`config.mk`:
```
export PLATFORM = sky130hd
export DESIGN_NAME = display_msg_scroller
export DESIGN_NICKNAME = d
export VERILOG_FILES = /design/src/rtl/display_msg_scroller.sv
export SDC_FILE = /design/constraint.sdc
export NUM_CORES = 1
export LEC_CHECK = 0
export CAP_MARGIN = 10
export CORE_ASPECT_RATIO = 2
export CORE_MARGIN = 4
export CORE_UTILIZATION = 40
export DETAILED_ROUTE_END_ITERATION = 12
export PLACE_DENSITY = 0.59
export SYNTH_ARGS = -nofsm -noshare
export SYNTH_HDL_FRONTEND = slang
export SYNTH_SLANG_ARGS = --single-unit
export TNS_END_PERCENT = 100
```
`constraint.sdc`:
```
create_clock -name clock -period 12.7 [get_ports clock]
set_clock_uncertainty 0.15 [all_clocks]
set_input_delay 3.81 -clock clock [delete_from_list [all_inputs] [get_ports clock]]
set_output_delay 3.81 -clock clock [all_outputs]
set_load 0.005 [all_outputs]
```
`src/rtl/display_msg_scroller.sv`:
```
// Seven-segment message scroller: shows one of four fixed messages on N_DIGITS
// digits, either static, scrolling through a MSG_LEN character ring, or blinking.
module display_msg_scroller #(
    parameter int N_DIGITS = 6,
    parameter int MSG_LEN  = 8,
    parameter int TICK_DIV = 25_000_000
) (
    input  logic                  clock,
    input  logic                  reset,
    input  logic                  enable,
    input  logic [1:0]            msgSel,
    input  logic [3:0]            nivel,
    input  logic [1:0]            mode,
    output logic [7*N_DIGITS-1:0] hex,
    output logic                  wrapPulse
);
    localparam int OW = $clog2(MSG_LEN);
    localparam int PW = $clog2(TICK_DIV);
    localparam logic [PW-1:0] PRESC_LAST = PW'(TICK_DIV - 1);
    localparam logic [OW-1:0] OFF_LAST   = OW'(MSG_LEN - 1);

    function automatic logic [6:0] digit_glyph(input logic [3:0] v);
        logic [6:0] g;
        case (v)
            4'd0:    g = 7'b1000000;
            4'd1:    g = 7'b1111001;
            4'd2:    g = 7'b0100100;
            4'd3:    g = 7'b0110000;
            4'd4:    g = 7'b0011001;
            4'd5:    g = 7'b0010010;
            4'd6:    g = 7'b0000010;
            4'd7:    g = 7'b1111000;
            4'd8:    g = 7'b0000000;
            4'd9:    g = 7'b0010000;
            default: g = 7'b0111111;
        endcase
        return g;
    endfunction

    // Ring slots 6 and above are always blank, as is the whole of message 11.
    function automatic logic [6:0] msg_char(input logic [1:0] sel, input logic [3:0] lvl,
                                            input int idx);
        logic [6:0] g;
        g = 7'b1111111;
        case (sel)
            2'b00: case (idx)
                0: g = 7'b1001000;
                1: g = 7'b1111001;
                2: g = 7'b1000001;
                3: g = 7'b0000110;
                4: g = 7'b1000111;
                5: g = digit_glyph(lvl);
                default: ;
            endcase
            2'b01: case (idx)
                0: g = 7'b1000001;
                1: g = 7'b0000110;
                2: g = 7'b1001000;
                3: g = 7'b1000110;
                4: g = 7'b0000110;
                5: g = 7'b1000001;
                default: ;
            endcase
            2'b10: case (idx)
                0: g = 7'b0001100;
                1: g = 7'b0000110;
                2: g = 7'b0101111;
                3: g = 7'b0100001;
                4: g = 7'b0000110;
                5: g = 7'b1000001;
                default: ;
            endcase
            default: ;
        endcase
        return g;
    endfunction

    // Offset and digit position are each below MSG_LEN, so one subtraction wraps.
    function automatic int ring_idx(input logic [OW-1:0] off, input int k);
        int s;
        s = int'(off) + N_DIGITS - 1 - k;
        return (s >= MSG_LEN) ? s - MSG_LEN : s;
    endfunction

    logic [PW-1:0]         presc, presc_nxt;
    logic [OW-1:0]         offset, offset_nxt;
    logic                  blink_vis, blink_nxt;
    logic [1:0]            sel_q, mode_q;
    logic [3:0]            nivel_q;
    logic                  restart, tick, is_scroll, is_blink, wrap_nxt;
    logic [7*N_DIGITS-1:0] hex_nxt;

    always_comb begin
        restart    = (msgSel != sel_q) || (nivel != nivel_q) || (mode != mode_q);
        is_scroll  = (mode == 2'b01);
        is_blink   = (mode == 2'b10);
        tick       = enable && (presc == PRESC_LAST);
        presc_nxt  = presc;
        offset_nxt = offset;
        blink_nxt  = blink_vis;
        wrap_nxt   = 1'b0;
        if (restart) begin
            presc_nxt  = '0;
            offset_nxt = '0;
            blink_nxt  = 1'b1;
        end else if (enable) begin
            presc_nxt = tick ? '0 : presc + 1'b1;
            if (!is_scroll) begin
                offset_nxt = '0;
            end else if (tick) begin
                offset_nxt = (offset == OFF_LAST) ? '0 : offset + 1'b1;
                wrap_nxt   = (offset == OFF_LAST);
            end
            if (!is_blink) begin
                blink_nxt = 1'b1;
            end else if (tick) begin
                blink_nxt = !blink_vis;
            end
        end
    end

    // The display register is loaded from the state being committed on the same edge.
    always_comb begin
        hex_nxt = '1;
        for (int k = 0; k < N_DIGITS; k++) begin
            hex_nxt[7*k +: 7] = blink_nxt ? msg_char(msgSel, nivel, ring_idx(offset_nxt, k))
                                          : 7'b1111111;
        end
    end

    always_ff @(posedge clock or posedge reset) begin
        if (reset) begin
            presc     <= '0;
            offset    <= '0;
            blink_vis <= 1'b1;
            sel_q     <= '0;
            nivel_q   <= '0;
            mode_q    <= '0;
            hex       <= '1;
            wrapPulse <= 1'b0;
        end else begin
            presc     <= presc_nxt;
            offset    <= offset_nxt;
            blink_vis <= blink_nxt;
            sel_q     <= msgSel;
            nivel_q   <= nivel;
            mode_q    <= mode;
            hex       <= hex_nxt;
            wrapPulse <= wrap_nxt;
        end
    end
endmodule

```
== Yosys cells after proc, flatten, opt, wreduce, memory -nomap -nowiden ==
Memories as Yosys holds them, arrays and structs flattened.
Index checks and enable logic that the tools add are counted.

* Bits in registers: 80
* ROM bits: 672
* Input port bits: 11
* Output and inout bits: 43
* Logic and storage cells: 150
* Memories: 6

* Add/subtract/negate cells: 15
* $lt $le $gt $ge: 6
* Equal/unequal tests: 39
* Mux-type cells: 52
* Reductions and logical operators: 24

{| class="wikitable"
|+ Memory list
! name !! words !! bits a word !! read ports !! clocked after memory_dff !! wr ports !! RTL line !! source
|-
| (no name shown) || 16 || 7 || 1 || 0 || 0 || 24 || <nowiki>case (v)</nowiki>
|-
| (no name shown) || 16 || 7 || 1 || 0 || 0 || 24 ||
|-
| (no name shown) || 16 || 7 || 1 || 0 || 0 || 24 ||
|-
| (no name shown) || 16 || 7 || 1 || 0 || 0 || 24 ||
|-
| (no name shown) || 16 || 7 || 1 || 0 || 0 || 24 ||
|-
| (no name shown) || 16 || 7 || 1 || 0 || 0 || 24 ||
|}

{| class="wikitable"
|+ Operators with widths
! operator !! number
|-
| 32-bit by 2-bit equality test with 1-bit output (second input constant) || 12
|-
| 32-bit by 3-bit equality test with 1-bit output (second input constant) || 12
|-
| 7-bit one-hot mux with 6 select lines || 6
|-
| 7-bit one-hot mux with 5 select lines || 6
|-
| 32-bit by 1-bit equality test with 1-bit output (second input constant) || 6
|-
| 32-bit zero test || 6
|-
| 32-bit 2-to-1 mux || 6
|-
| 7-bit one-hot mux with 4 select lines || 6
|-
| 32-bit by 5-bit >= comparator with 1-bit output (second input constant) || 4
|-
| 32-bit by 5-bit subtractor with 32-bit output (second input constant) || 4
|-
| 7-bit one-hot mux with 3 select lines || 6
|-
| 25-bit 2-to-1 mux || 3
|-
| 7-bit 2-to-1 mux || 6
|-
| 25-bit by 1-bit adder with 25-bit output (second input constant) || 1
|-
| 25-bit equality test (second input constant) || 1
|-
| 2-bit OR reduction || 12
|-
| 3-bit 2-to-1 mux || 5
|-
| 5-bit by 3-bit subtractor with 6-bit output (second input constant) || 2
|-
| 5-bit by 4-bit subtractor with 6-bit output (second input constant) || 2
|-
| 1-bit 2-to-1 mux || 8
|-
| 6-bit by 5-bit subtractor with 7-bit output (second input constant) || 1
|-
| 6-bit by 5-bit >= comparator with 1-bit output (second input constant) || 1
|-
| 5-bit by 2-bit subtractor with 6-bit output (second input constant) || 1
|-
| 5-bit by 5-bit subtractor with 6-bit output (second input constant) || 1
|-
| 14 further kinds || 18
|}

== Logic depth before layout (Yosys ltp) ==
* Word-level depth: 16
* Depth in mapped cells: 26
* Depth with buffers taken out: 24

== Worst setup path before layout ==
OpenSTA, ideal clock, no wires.

* Path type: input to register
* Start: input enable
* End: register hex[13]
* Library setup time: 0.095 ns
* Data arrival time: 9.097 ns
* Data required time: 12.455 ns
* Path slack: 3.358 ns
* Stages: 24
* Buffers on the path: 3
* Path through: nor2b_1 > nand2_1 > o41ai_4 > nor2_2 > nor3_1 > ha_1 > ha_1 > clkbuf_1 > inv_1 > clkbuf_1 > ha_1 > inv_1 > a211o_1 > nand2_1 > ha_1 > inv_1 > ha_1 > nor3_1 > and4_1 > buf_6 > a21oi_4 > or4_4 > o311ai_2 > o311ai_1

* Word-level cells in the longest chain between the ends: 15
* Elaborated cells between the ends (all ways): 28
* Those cells by class: add/sub: 4; order compare: 1; eq/ne: 5; mux: 14; reduce/logical: 4

{| class="wikitable"
|+ Ends and longest elaborated chain
! element !! RTL line !! source
|-
| from (decl) || 10 || <nowiki>input logic enable,</nowiki>
|-
| 1-bit logical AND || 97 || <nowiki>tick = enable && (presc == PRESC_LAST);</nowiki>
|-
| 3-bit 2-to-1 mux || 110 || <nowiki>end else if (tick) begin</nowiki>
|-
| 3-bit 2-to-1 mux || 108 || <nowiki>if (!is_scroll) begin</nowiki>
|-
| 3-bit 2-to-1 mux * || 106 || <nowiki>end else if (enable) begin</nowiki>
|-
| 3-bit 2-to-1 mux * || 102 || <nowiki>if (restart) begin</nowiki>
|-
| named net offset_nxt[1] || 86 || <nowiki>logic [OW-1:0] offset, offset_nxt;</nowiki>
|-
| 3-bit by 3-bit adder with 4-bit output * || 81 || <nowiki>s = int'(off) + N_DIGITS - 1 - k;</nowiki>
|-
| 4-bit by 1-bit subtractor with 5-bit output * || 81 ||
|-
| 5-bit by 2-bit subtractor with 6-bit output * || 81 ||
|-
| 32-bit by 5-bit subtractor with 32-bit output or 32-bit by 5-bit >= comparator with 1-bit output (tied branches) || 82 || <nowiki>return (s >= MSG_LEN) ? s - MSG_LEN : s;</nowiki>
|-
| 32-bit 2-to-1 mux * || 82 ||
|-
| 32-bit by 3-bit equality test with 1-bit output, or another cell as far along || 46, 55, 64 ||
|-
| 2-bit OR reduction (no source line) || n/a ||
|-
| 7-bit one-hot mux with 5 select lines or 7-bit one-hot mux with 4 select lines (tied branches) || 64, 55 ||
|-
| 7-bit one-hot mux with 3 select lines * || 45 || <nowiki>case (sel)</nowiki>
|-
| 7-bit 2-to-1 mux * || 126 || <nowiki>hex_nxt[7*k +: 7] = blink_nxt ? msg_char(msgSel, nivel, ring_idx(offset_nxt, k))</nowiki>
|-
| named net hex_nxt[13] || 91 || <nowiki>logic [7*N_DIGITS-1:0] hex_nxt;</nowiki>
|-
| to (signal assigned) || 148 || <nowiki>hex <= hex_nxt;</nowiki>
|-
| to (decl) || 14 || <nowiki>output logic [7*N_DIGITS-1:0] hex,</nowiki>
|}

Mark *: on every way through the listed nets, which the timed path passes. The rest lies on a longest branch.
A chain may end at the register's enable or synchronous reset.

== Worst setup path in the final report ==
Ends and elaborated chain as after synthesis.

==> flow_metrics.tcl <==
set metrics [dict create \
    dpl.cell_count 1018 \
    grt_overflow 0 \
    drt-total-wl_mm 23.1 \
    core_area_mm2 0.0159 \
    holdCritPathClass "reg -> reg" \
    p_sw_share_pct 25.3 \
    seqCellArea_mm2 0.00206 \
    antennaDiodeCount 0 \
    grt_pass1_wl_mm 36.2 \
    wl_per_cell_um 22.3 \
    finish.net_count 881 \
    postCtsSetupRepairBufs 0 \
    leakage_nw 2.93 \
    synth-async-reset-ratio_pct 100 \
    r2r_end "hex[13]" \
    final-setup-viol-count 0 \
    h-tree-depth 3 \
    power_density_mw_per_mm2 81.7 \
    synth.top_cells.by_area "dfstp_2, dfrtp_1, ha_1" \
    yosysWarnings 0 \
    multiInputGateArea_mm2 0.00411 \
    area.growth.synth_to_final_pct 14.8 \
    port_buffers 53 \
    dr_total_vias 6431 \
    drc 0 \
    r2r_slack_ps 5310 \
    crit_path_cell_trace "clkdlybuf4s50_1, nor2b_1, nand2_1, o41ai_4, nor2_2, nor3_1, ha_1, ha_1, buf_4, inv_1, ha_1, inv_1, a211o_1, nand2_1, ha_1, inv_1, ha_1, nor3_1, and4_1, a21oi_4, or4_4, o311ai_2, o311ai_1" \
    placed_area_mm2 0.00714 \
    hold_viol 0 \
    num_rows 65 \
    avgSynthCellArea_um2 8.08 \
    grt_pass1_vias 6531 \
    muxShareOfSynthArea_pct 0.657 \
    cts_max_path_buffers 2 \
    fmax_mhz 94.2 \
    synth-main-ff-cell "dfstp_2" \
    final_layout_size_suffix_gt1_share_pct 13.0 \
    cts-resized-gates 0 \
    syn_area_mm2 0.00648 \
    clock_power_share_pct 41.5 \
    fin_crit_ps 10620 \
    drv_slew 0 \
    combPwrFrac_pct 13.1 \
    synth_simple_gate_area_share_pct 23.9 \
    fin_crit_sh_pct 83.6 \
    synth_compound_area_share_pct 26.3 \
    die_y_um 188 \
    ioPinCount 54 \
    ys_types 90 \
    critPathLaunchType "input port" \
    clk_pin_slew_ps 70 \
    gp_congestion 0.965 \
    die_w_um 98.0 \
    ys_ff_latch 80 \
    cts_sinks 80 \
    syn_nets 855 \
    die_area_mm2 0.0184 \
    worst_path_max_delay_cell "clkdlybuf4s50_1" \
    layout_common_cells "nor2_1, nand2_1, o21ai_0" \
    worst_slew_pin_slew_ps 1030 \
    post-dp-hpwl_mm 17.3 \
    slew_headroom_pct 31.1 \
    status "finished clean" \
    netlist.area_leader.share_pct 17.4 \
    fillers 1616 \
    drtPass1Iterations 6 \
    clk_latency_ps 340 \
    crit_type "in -> reg" \
    crit_fanout 33 \
    crit_top_cell "ha_1" \
    grt_use_total_pct 24.9 \
    worstReg2RegStart "presc[23]" \
    routed_via_density 6.22 \
    pwr-share-seq_pct 45.4 \
    worstSetupEndpoint "hex[13]" \
    ys_seq_area_share_pct 31.7 \
    vdd_drop_max_mv 0.0544 \
    maxCapViolCount 0 \
    holdPathStages 1 \
    p_switching_uw 154 \
    slowest_delay_ps 730 \
    intPower_uw 454 \
    ant_nets 0 \
    cp.required_ps 12770 \
    synthXorXnorAreaFrac_pct 4.19 \
    end_kind "flop" \
    cts_root_buf "clkbuf_16" \
    synth_top_family_by_area "compound AO/OA/AOI/OAI gates" \
    synth-edff-count 0 \
    tritoncts "built" \
    postCtsHoldBufs 0 \
    cp-startpoint "enable" \
    whs_ps 374 \
    finish.utilization_pct 46.9 \
    tns_ps 0 \
    grt_max_degree 81 \
    yosys.area.top_type "dfstp_2" \
    rsz0062_at_grt "no" \
    reg2reg_depth 22 \
    fin_cells 1034 \
    start_util_pct 40.9 \
    final_common_cell "nor2_1" \
    arrival_ps 10680 \
    final_area_mm2 0.00744 \
    dr.first_iter.drc_count 477 \
    netlist_instances 802 \
    antenna_found_initial 0 \
    synthAdderAreaFrac_pct 8.23 \
    numCtsBuffers 9 \
]
==> critical path, delay by kind of cell <==
kind                     cells  cell delay, ps
AO/OA/AOI/OAI                5            1280
adder cells (fa/ha/maj)      5            1310
buffers and inverters        5            1490
AND/OR/NAND/NOR              8            2780
==> state kept, by name, indices dropped and copies added, names as in the netlist <==
register,count
presc,25
blink_vis,1
nivel_q,4
sel_q,2
hex,42
mode_q,2
wrapPulse,1
offset,3
==> layer usage <==
| metal | wire (um) | GRT usage, % | up-vias |
|---|---|---|---|
| met3 | 1160 | 2.72 | 86 |
| met1 | 8480 | 27.4 | 3080 |
| li1 | - | - | 2980 |
| met4 | 1780 | 17.9 | 0 |
| met2 | 11700 | 43.7 | 285 |
| met5 | 0 | 0 | - |
==> synth_stat cells, types with 10 or more instances <==
cell	n
a21oi_1	54
o21ai_0	61
nor2_1	89
o31ai_1	11
nand3_1	30
o22ai_1	10
o21a_1	10
nand4_1	15
dfrtp_1	37
nand2b_1	13
xnor2_1	16
nor3_1	30
inv_1	25
xor2_1	15
ha_1	41
a31oi_1	10
nand2_1	79
dfstp_2	43
clkbuf_1	42
==> cells by family after synthesis <==
family	after synthesis
compound gates	249
xor+xnor	31
fa+ha+maj	42
buf+inv	79
flops	80
mux	4
simple gates	317
==> how the worst min path moves through the flow <==
stage,from,endpoint
finish,presc[22],presc[22]
global route,presc[22],presc[22]
CTS,presc[22],presc[22]
detailed placement,presc[22],presc[22]
global placement,presc[24],presc[24]
floorplan,presc[22],presc[22]
==> power by group through the flow <==
stage	combinational, mW	clock [mW]	sequential, mW
floorplan	0.0348	0	0.281
global placement	0.0788	0	0.280
detailed placement	0.0792	0	0.280
CTS	0.0794	0.257	0.276
global route	0.0849	0.270	0.277
finish	0.0795	0.252	0.276
==> per-stage QoR <==
step	setup slack [ps]	total power [mW]
6_report	2080	0.607
4_1_cts	2180	0.613
5_1_grt	1550	0.632
3_3_place_gp	2150	0.359
2_1_floorplan	3360	0.316
3_5_place_dp	1840	0.360
==> final cells by class <==
type / instances / share of cell area (%)
inverter: 29 / 1.50
clock inverter: 4 / 0.370
clock buffer: 12 / 3.58
timing repair buffer: 65 / 8.34
multi-input combinational: 643 / 55.2
tap: 201 / 3.38
sequential: 80 / 27.6
(Power assumes the default switching activity.)
